[src/rtl/ro_puf_pkg.sv]
// ro_puf_pkg: FSM state encoding, arm length and index-width helper for the RO PUF evaluator
package ro_puf_pkg;

    typedef enum logic [2:0] {
        ST_IDLE  = 3'd0,
        ST_ARM   = 3'd1,
        ST_COUNT = 3'd2,
        ST_CMP   = 3'd3,
        ST_DONE  = 3'd4
    } puf_state_e;

    localparam int ARM_CYCLES = 3;

    function automatic int idx_w(input int n);
        return (n > 1) ? $clog2(n) : 1;
    endfunction

endpackage

[src/rtl/ro_puf_eval_counter.sv]
// ro_edge_counter: synchronises one raw oscillator, detects rising edges and counts them with saturation
//   clk, rst_n : system clock, synchronous active-low reset
//   ro         : raw asynchronous oscillator output (already muxed)
//   clr        : synchronous counter clear (synchroniser keeps running)
//   en         : count enable
//   cnt        : saturating edge count
module ro_edge_counter #(
    parameter int CNT_W = 16
) (
    input  logic             clk,
    input  logic             rst_n,
    input  logic             ro,
    input  logic             clr,
    input  logic             en,
    output logic [CNT_W-1:0] cnt
);
    // sr[1:0] is the 2-flop synchroniser, sr[2] the previous synchronised level
    logic [2:0] sr;
    logic       rise;

    assign rise = sr[1] & ~sr[2];

    always_ff @(posedge clk) begin
        if (!rst_n) begin
            sr  <= '0;
            cnt <= '0;
        end else begin
            sr <= {sr[1:0], ro};
            if (clr)
                cnt <= '0;
            else if (en && rise && cnt != {CNT_W{1'b1}})
                cnt <= cnt + CNT_W'(1);
        end
    end

endmodule

[src/rtl/ro_puf_eval.sv]
// ro_puf_eval: ring-oscillator PUF evaluator producing RESP_BITS comparison bits per request
//   clk, rst_n        : system clock, synchronous active-low reset
//   ro_in / ro_en     : raw oscillator outputs / per-oscillator enables
//   start             : single-cycle evaluation request (honoured only when idle)
//   sel_a, sel_b      : base oscillator indices, bit i uses (sel+i) mod N_RO
//   window            : clk cycles counted per bit (0 behaves as 1)
//   margin            : stability threshold, used only with RO_PUF_MARGIN_EN
//   busy, done        : evaluation in progress / one-cycle completion pulse
//   response, unstable: result bits, valid from the done pulse until the next one
// Build option: define RO_PUF_MARGIN_EN to flag bits whose count difference is below margin.
module ro_puf_eval
    import ro_puf_pkg::*;
#(
    parameter int N_RO      = 16,
    parameter int CNT_W     = 16,
    parameter int WIN_W     = 16,
    parameter int RESP_BITS = 8
) (
    input  logic                     clk,
    input  logic                     rst_n,
    input  logic [N_RO-1:0]          ro_in,
    output logic [N_RO-1:0]          ro_en,
    input  logic                     start,
    input  logic [idx_w(N_RO)-1:0]   sel_a,
    input  logic [idx_w(N_RO)-1:0]   sel_b,
    input  logic [WIN_W-1:0]         window,
    input  logic [CNT_W-1:0]         margin,
    output logic                     busy,
    output logic                     done,
    output logic [RESP_BITS-1:0]     response,
    output logic [RESP_BITS-1:0]     unstable
);
    localparam int SW = idx_w(N_RO);
    localparam int BW = idx_w(RESP_BITS);

    localparam logic [2:0] IDLE  = ST_IDLE;
    localparam logic [2:0] ARM   = ST_ARM;
    localparam logic [2:0] COUNT = ST_COUNT;
    localparam logic [2:0] CMP   = ST_CMP;
    localparam logic [2:0] DONE  = ST_DONE;

    logic [2:0]           state;
    logic [SW-1:0]        sel_a_q, sel_b_q, idx_a, idx_b;
    logic [WIN_W-1:0]     win_q, win_eff, tcnt;
    logic [BW-1:0]        bit_i;
    logic [CNT_W-1:0]     cnt_a, cnt_b;
    logic [RESP_BITS-1:0] shadow, resp_q;
    logic                 arm, counting;

    assign arm      = state == ARM;
    assign counting = state == COUNT;
    assign busy     = state != IDLE;
    assign done     = state == DONE;
    assign win_eff  = (win_q == '0) ? WIN_W'(1) : win_q;

    // indices only move when bit_i advances, which always re-enters ARM
    assign idx_a = SW'((int'(sel_a_q) + int'(bit_i)) % N_RO);
    assign idx_b = SW'((int'(sel_b_q) + int'(bit_i)) % N_RO);

    assign ro_en = (arm || counting) ? ((N_RO'(1) << idx_a) | (N_RO'(1) << idx_b)) : '0;

    // the shadow is presented directly in the done cycle, then held in resp_q
    assign response = done ? shadow : resp_q;

    ro_edge_counter #(.CNT_W(CNT_W)) u_cnt_a (
        .clk   (clk),
        .rst_n (rst_n),
        .ro    (ro_in[idx_a]),
        .clr   (arm),
        .en    (counting),
        .cnt   (cnt_a)
    );

    ro_edge_counter #(.CNT_W(CNT_W)) u_cnt_b (
        .clk   (clk),
        .rst_n (rst_n),
        .ro    (ro_in[idx_b]),
        .clr   (arm),
        .en    (counting),
        .cnt   (cnt_b)
    );

    always_ff @(posedge clk) begin
        if (!rst_n) begin
            state   <= IDLE;
            sel_a_q <= '0;
            sel_b_q <= '0;
            win_q   <= '0;
            tcnt    <= '0;
            bit_i   <= '0;
            shadow  <= '0;
            resp_q  <= '0;
        end else begin
            case (state)
                IDLE: if (start) begin
                    sel_a_q <= sel_a;
                    sel_b_q <= sel_b;
                    win_q   <= window;
                    bit_i   <= '0;
                    tcnt    <= '0;
                    state   <= ARM;
                end
                ARM: if (tcnt == WIN_W'(ARM_CYCLES - 1)) begin
                    tcnt  <= '0;
                    state <= COUNT;
                end else begin
                    tcnt <= tcnt + WIN_W'(1);
                end
                COUNT: if (tcnt == win_eff - WIN_W'(1)) begin
                    tcnt  <= '0;
                    state <= CMP;
                end else begin
                    tcnt <= tcnt + WIN_W'(1);
                end
                CMP: begin
                    shadow[bit_i] <= cnt_a > cnt_b;
                    if (bit_i == BW'(RESP_BITS - 1)) begin
                        state <= DONE;
                    end else begin
                        bit_i <= bit_i + BW'(1);
                        state <= ARM;
                    end
                end
                DONE: begin
                    resp_q <= shadow;
                    state  <= IDLE;
                end
                default: state <= IDLE;
            endcase
        end
    end

`ifdef RO_PUF_MARGIN_EN
    logic [CNT_W-1:0]     margin_q, diff;
    logic [RESP_BITS-1:0] shadow_u, unst_q;

    assign diff     = (cnt_a > cnt_b) ? cnt_a - cnt_b : cnt_b - cnt_a;
    assign unstable = done ? shadow_u : unst_q;

    always_ff @(posedge clk) begin
        if (!rst_n) begin
            margin_q <= '0;
            shadow_u <= '0;
            unst_q   <= '0;
        end else begin
            if (state == IDLE && start)
                margin_q <= margin;
            if (state == CMP)
                shadow_u[bit_i] <= diff < margin_q;
            if (done)
                unst_q <= shadow_u;
        end
    end
`else
    logic unused_margin;
    assign unused_margin = ^margin;
    assign unstable      = '0;
`endif

endmodule

[config.mk]
export PLATFORM = sky130hd
export DESIGN_NAME = ro_puf_eval
export DESIGN_NICKNAME = d
export VERILOG_FILES = /design/src/rtl/ro_puf_pkg.sv /design/src/rtl/ro_puf_eval_counter.sv /design/src/rtl/ro_puf_eval.sv
export SDC_FILE = /design/constraint.sdc
export NUM_CORES = 1
export LEC_CHECK = 0
export BUFFER_PORTS_ARGS = -buffer_cell sky130_fd_sc_hd__buf_4
export CAP_MARGIN = 20
export CORE_UTILIZATION = 62
export CTS_CLUSTER_DIAMETER = 150
export DETAILED_ROUTE_END_ITERATION = 16
export GPL_TIMING_DRIVEN = 0
export PLACE_DENSITY = 0.95
export SYNTH_ARGS = -nofsm -noshare
export SYNTH_HDL_FRONTEND = slang
export SYNTH_HIERARCHICAL = 1
export SYNTH_SLANG_ARGS = --single-unit
export TNS_END_PERCENT = 20
[constraint.sdc]
create_clock -name clk -period 5.6 [get_ports clk]
set_input_delay 0.56 -clock clk [delete_from_list [all_inputs] [get_ports clk]]
set_output_delay 0.56 -clock clk [all_outputs]
set_load 0.005 [all_outputs]
==> results.sh, run 1 <==
export IMPL_status="finished, final reports clean"
export IMPL_netlist_area_leader_share_pct=31.2
export IMPL_cpLargestDelayFamily="simple AND/OR/NAND/NOR gates"
export IMPL_io_buffers=68
export IMPL_antennaDiodeCount=0
export IMPL_ant_nets=0
export IMPL_hold_viol=0
export IMPL_dieArea_mm2=0.0108
export IMPL_finalNonFillerCells=999
export IMPL_netlist_area_mm2=0.00641
export IMPL_crit_cells=14
export IMPL_finalSetupTns_ps=0
export IMPL_fp_dieH_um=104
export IMPL_holdCritStartpoint="window[4]"
export IMPL_grt_first_pass_wirelength_um=25400
export IMPL_post_cts_resized=0
export IMPL_finalWirelength_um=15300
export IMPL_cp_end_kind="flop"
export IMPL_reg2reg_from="win_q[9]"
export IMPL_start_util_pct=64.7
export IMPL_r2r_slack_ps=1470
export IMPL_wl_met3_um=1090
export IMPL_cts_sinks=100
export IMPL_htreeDepth=3
export IMPL_rsz0062_at_grt="no"
export IMPL_gp_congestion=0.880
export IMPL_ys_top_cells_by_area="dfxtp_1 (31%), ha_1 (5.7%), a21oi_1 (5.5%)"
export IMPL_rr_endpoint="tcnt[12]"
export IMPL_slew_headroom_pct=36.8
export IMPL_hold_depth=3
export IMPL_cp_common_cell="nor4_1"
export IMPL_hpwl_um=11300
export IMPL_synth_main_ff_cell="dfxtp_1"
export IMPL_track_usage_pct=28.5
export IMPL_top_layer="met4"
export IMPL_max_cap_violations=0
export IMPL_drt_iter0_markers=368
export IMPL_ios=93
export IMPL_cp_start_kind="flop"
export IMPL_cts_hold_buf=0
export IMPL_power_density_mw_per_mm2=243
export IMPL_cts_root_buf="clkbuf_8"
export IMPL_grt_ovfl_total=0
export IMPL_drcViolationCount=0
export IMPL_clock_path_buffers=2
export IMPL_ys_seq_area_share_pct=31.2
export IMPL_cp_max_fo=10
export IMPL_setup_viol=0
export IMPL_most_common_layout_cells="dfxtp_1 (100), nand2_1 (94), buf_4 (76)"
export IMPL_rows=36
export IMPL_dp_cells=983
export IMPL_syn_to_final_growth_pct=13.8
export IMPL_clk_pin_slew_worst_paths_ps=110
export IMPL_synth_seq_cells=100
export IMPL_criticalPathCategory="reg -> reg"
export IMPL_finalCriticalPeriod_ps=4130
export IMPL_first_pass_iters=6
export IMPL_dr_total_vias=6122
export IMPL_final_min_period_over_clock_period_pct=73.8
export IMPL_synthCells=775
export IMPL_final_common_cell="dfxtp_1"
export IMPL_power_leakage_nw=2.89
export IMPL_layout_nets=952
export IMPL_async_flop_share_pct=0
export IMPL_grt_pass1_vias=5680
export IMPL_min_path_type="in -> reg"
export IMPL_whs_endpoint="win_q[4]"
export IMPL_drive_above_1_share_pct=16.9
export IMPL_crit_chain="buf_2 -> nor4_1 -> a41oi_1 -> ha_1 -> xnor2_1 -> xnor2_1 -> nor4_1 -> o2111ai_1 -> nor4_1 -> a211oi_2 -> buf_6 -> buf_6 -> a21oi_1 -> a31oi_1"
export IMPL_fillers=706
export IMPL_synth_top_area_cell="dfxtp_1"
export IMPL_ir_drop_mv=0.193
export IMPL_synth_edf_count=0
export IMPL_ys_types=66
export IMPL_wl_met1_um=6420
export IMPL_core_area_mm2=0.00991
export IMPL_cp_slowest_cell="nor4_1"
export IMPL_tightest_slew_ps=939
export IMPL_clkLatencyLatePin_ps=390
export IMPL_grt_max_degree=19
export IMPL_cts_setup_buffers=0
export IMPL_multi_input_area_mm2=0.00405
export IMPL_antenna_found_initial=0
export IMPL_wl_per_cell_um=15.4
export IMPL_fmax_ghz=0.242
export IMPL_wl_met2_um=7450
export IMPL_tritoncts="yes"
export IMPL_syn_avg_cell_area_um2=8.28
export IMPL_yosysWarnings=6
export IMPL_via_per_inst=6.13
export IMPL_regArea_mm2=0.00200
export IMPL_cp_required_ps=5850
export IMPL_worstRegToRegCells=14
export IMPL_clock_skew_ps=15.3
export IMPL_die_w_um=104
export IMPL_finalMaxSlewViolations=0
export IMPL_cp_arrival_ps=4380
export IMPL_numCtsBuffers=9
export IMPL_max_stage_delay_ps=810
export IMPL_critPathBufInv=3
[how the worst max path moves through the flow]
stage / start / endpoint / slack (ps)
after floorplan: win_q[9] / tcnt[12] / 2120
after global placement: win_q[9] / tcnt[10] / 1610
after detailed placement: win_q[9] / tcnt[10] / 1540
after CTS: win_q[9] / tcnt[12] / 1490
after global routing: win_q[9] / tcnt[12] / 1180
final: win_q[9] / tcnt[12] / 1470
[flip-flops by register name (all words and copies together), names as in the netlist]
name and cells:
sel_b_q 4, state 3, sel_a_q 4, u_cnt_a/cnt 16, u_cnt_b/cnt 16, u_cnt_a/sr 3, tcnt 16, u_cnt_b/sr 3
shadow 8, bit_i 3, resp_q 8, win_q 16
[through the flow]
stage / worst slack, ps / hold slack [ps] / total power [W] / util [%] / instance area [um2]
floorplan: 2120 / 412 / 0.00118 / - / 6440
global placement: 1610 / 412 / 0.00131 / 71.8 / 7120
detailed placement: 1540 / 420 / 0.00133 / 71.8 / 7120
CTS: 1490 / 401 / 0.00176 / 73.6 / 7300
global route: 1180 / 397 / 0.00186 / 73.7 / 7300
finish: 1470 / 409 / 0.00177 / 73.7 / 7300
[worst register-to-register path, cell delays in order, from the launching register on]
cell       delay [ps]
dfxtp_1           310
buf_2             150
nor4_1            810
a41oi_1           320
ha_1              340
xnor2_1           150
xnor2_1           130
nor4_1            440
o2111ai_1         200
nor4_1            360
a211oi_2          210
buf_6             210
buf_6             140
a21oi_1           170
a31oi_1            60
[power by group]
group          internal [W]  switching, W  total, W  leakage (nW)
clock              0.000169      0.000276  0.000445        0.0897
sequential         0.000744     0.0000407  0.000785         0.810
combinational      0.000231      0.000313  0.000544          1.99
[kinds of logic after synthesis]
group | share of synthesized area (%)
compound gates | 17.7
simple gates | 27.0
flops | 31.2
other cells | 0.0585
fa+ha+maj | 6.28
mux | 8.37
xor+xnor | 3.28
buf+inv | 6.12
[synthesized netlist by cell type (8+ instances only)]
| cell | instances |
|---|---|
| xnor2_1 | 19 |
| mux2i_1 | 21 |
| buf_4 | 8 |
| nor2b_1 | 12 |
| a2111o_1 | 8 |
| a31oi_1 | 16 |
| or4_1 | 8 |
| a21oi_1 | 71 |
| mux4_2 | 10 |
| nand4_1 | 18 |
| o21ai_0 | 20 |
| and3_1 | 12 |
| clkbuf_1 | 24 |
| dfxtp_1 | 100 |
| inv_1 | 28 |
| a22oi_1 | 14 |
| mux2_2 | 9 |
| nor3_1 | 24 |
| nor2_1 | 49 |
| nor4_1 | 12 |
| nand3_1 | 32 |
| nand2b_1 | 13 |
| nand2_1 | 94 |
| and2_1 | 17 |
| ha_1 | 29 |
[cell type report]
class	count	share of cell area [%]
inverters	28	1.44
plain buffers	49	3.94
well taps	133	2.28
clock inverters	6	0.771
repair buffers	69	7.06
flip-flops and latches	100	27.4
multi-input cells	605	55.4
clock buffers	9	1.70
[routing by layer]
metal / global-route usage (%) / vias to the layer above
met4: 12.6 / 0
met5: 0 / -
li1: - / 2976
met1: 34.9 / 2835
met2: 48.4 / 269
met3: 5.79 / 42
Power figures use the tool's default switching activity.
==> inputs of run 2 (changes only) <==
--- a/config.mk
+++ b/config.mk
@@ -7,11 +7,11 @@
 export LEC_CHECK = 0
 export BUFFER_PORTS_ARGS = -buffer_cell sky130_fd_sc_hd__buf_4
 export CAP_MARGIN = 20
-export CORE_UTILIZATION = 62
+export CORE_UTILIZATION = 58
 export CTS_CLUSTER_DIAMETER = 150
 export DETAILED_ROUTE_END_ITERATION = 16
 export GPL_TIMING_DRIVEN = 0
-export PLACE_DENSITY = 0.95
+export PLACE_DENSITY = 0.92
 export SYNTH_ARGS = -nofsm -noshare
 export SYNTH_HDL_FRONTEND = slang
 export SYNTH_HIERARCHICAL = 1
==> constraint.sdc (replaced) <==
create_clock -name clk -period 3.9 [get_ports clk]
set_input_delay 0.39 -clock clk [delete_from_list [all_inputs] [get_ports clk]]
set_output_delay 0.39 -clock clk [all_outputs]
set_load 0.005 [all_outputs]
==> run 2 against run 1 <==
  * Worst hold slack worse by 170 ps
  * Combinational power up 46%
  * Clock power up 63%
==> results.sh, run 2 (synthesis gave the netlist of run 1 again) <==
export IMPL_status="finished, final reports clean"
export IMPL_hold_viol=0
export IMPL_cp_max_fo=10
export IMPL_clock_path_buffers=2
export IMPL_ir_drop_mv=0.344
export IMPL_antenna_found_initial=0
export IMPL_setup_viol=0
export IMPL_min_path_type="in -> reg"
export IMPL_core_area_mm2=0.0108
export IMPL_cts_hold_buf=0
export IMPL_cp_end_kind="flop"
export IMPL_finalNonFillerCells=1006
export IMPL_slew_headroom_pct=40.9
export IMPL_cp_required_ps=4160
export IMPL_cts_sinks=100
export IMPL_worstRegToRegCells=14
export IMPL_postLayoutCellArea_mm2=0.00739
export IMPL_dp_cells=990
export IMPL_criticalPathCategory="reg -> reg"
export IMPL_grt_max_degree=17
export IMPL_htreeDepth=3
export IMPL_rows=38
export IMPL_fp_dieH_um=107
export IMPL_cp_start_kind="flop"
export IMPL_fin_util_pct=68.5
export IMPL_grt_ovfl_total=0
export IMPL_fmax_ghz=0.274
export IMPL_final_common_cell="dfxtp_1"
export IMPL_cts_setup_buffers=0
export IMPL_antennaDiodeCount=0
export IMPL_ant_nets=0
export IMPL_die_w_um=107
export IMPL_wl_per_cell_um=15.3
export IMPL_power_density_mw_per_mm2=359
export IMPL_grt_first_pass_wirelength_um=25100
export IMPL_hold_depth=3
export IMPL_syn_to_final_growth_pct=15.2
export IMPL_numCtsBuffers=9
export IMPL_drcViolationCount=0
export IMPL_crit_chain="buf_2 -> nor4_1 -> a41oi_2 -> ha_1 -> or3b_2 -> o31a_1 -> nor4_2 -> o2111ai_1 -> nor4_2 -> a211oi_2 -> buf_6 -> buf_6 -> a21oi_1 -> a31oi_1"
export IMPL_hpwl_um=11100
export IMPL_clock_skew_ps=10.8
export IMPL_layout_nets=951
export IMPL_holdWs_ps=237
export IMPL_dieArea_mm2=0.0115
export IMPL_rsz0062_at_grt="no"
export IMPL_finalWirelength_um=15400
export IMPL_clk_pin_slew_worst_paths_ps=100
export IMPL_drt_iter0_markers=406
export IMPL_dr_total_vias=6160
export IMPL_finalSetupTns_ps=0
export IMPL_cp_arrival_ps=3910
export IMPL_via_per_inst=6.12
export IMPL_cts_root_buf="clkbuf_8"
export IMPL_finalMaxSlewViolations=0
export IMPL_clkLatencyLatePin_ps=390
export IMPL_grt_pass1_vias=5570
export IMPL_dpl_instance_area_mm2=0.00713
export IMPL_io_buffers=68
export IMPL_first_pass_iters=5
export IMPL_tightest_slew_ps=879
export IMPL_power_leakage_nw=2.92
export IMPL_gp_congestion=0.869
export IMPL_drive_above_1_share_pct=17.8
export IMPL_tritoncts="yes"
export IMPL_final_min_period_over_clock_period_pct=93.7
export IMPL_ios=93
export IMPL_max_cap_violations=0
export IMPL_start_util_pct=59.4
export IMPL_finalCriticalPeriod_ps=3650
export IMPL_most_common_layout_cells="dfxtp_1 (98), nand2_1 (94), buf_4 (76)"
export IMPL_cp_slowest_cell="or3b_2"
export IMPL_max_stage_delay_ps=530
export IMPL_track_usage_pct=27.2
[run 2: changes by cell type in the layout (fill, tap and decap cells not counted), moves of 2 or more]
cell | before | now
dfxtp_1 | 100 | 98
dfxtp_2 | 0 | 2
inv_8 | 2 | 0
clkbuf_8 | 13 | 16
nor4_2 | 0 | 3
nor4_1 | 12 | 8
[run 2: repair_timing]
item	4_1_cts	5_1_grt
setup endpoints to repair	14	14
gates cloned	0	0
gates resized for setup	2	6
[run 2: cell type report]
cell class / instances / area, um2
Buffer: 48 / 284
Clock inverter: 4 / 55.1
Inverter: 28 / 105
Fill cell: 790 / 3400
Timing Repair Buffer: 69 / 515
Clock buffer: 12 / 165
Tap cell: 140 / 175
Multi-Input combinational cell: 605 / 4090
Sequential cell: 100 / 2000
[run 2: stage by stage]
step                      setup slack (ps)  power (W)
after floorplan                        424    0.00170
after global placement                -167    0.00189
after detailed placement              -209    0.00191
after CTS                             1.31    0.00263
after global routing                  28.8    0.00278
final                                  246    0.00266
[run 2: metal layers]
layer  track usage (%)  up-vias  wire length [um]
met5                 0        -                 0
met4              15.1        0               459
met3              4.44       36              1080
met2              44.2      281              7230
met1              34.4     2863              6630
li1                  -     2980                 -
[run 2: where the power goes]
group	switching (W)	internal [W]	total [W]
logic	0.000456	0.000339	0.000794
registers	0.0000664	0.00107	0.00113
clock network	0.000374	0.000353	0.000727
[run 2: final timing paths]
path / start / endpoint / slack [ps]
worst max-delay path: win_q[5] / tcnt[10] / 250
worst min-delay path: window[8] / win_q[8] / 240
worst min register to register: u_cnt_b/sr[0] / u_cnt_b/sr[1] / 440
worst max register to register: win_q[5] / tcnt[10] / 250
[run 2: worst max-delay path: cells and delay by family (launching register included)]
| kind | cells | cell delay, ps |
|---|---|---|
| flops | 1 | 320 |
| compound gates | 6 | 1150 |
| buf+inv | 3 | 520 |
| simple gates | 4 | 1300 |
| fa+ha+maj | 1 | 230 |
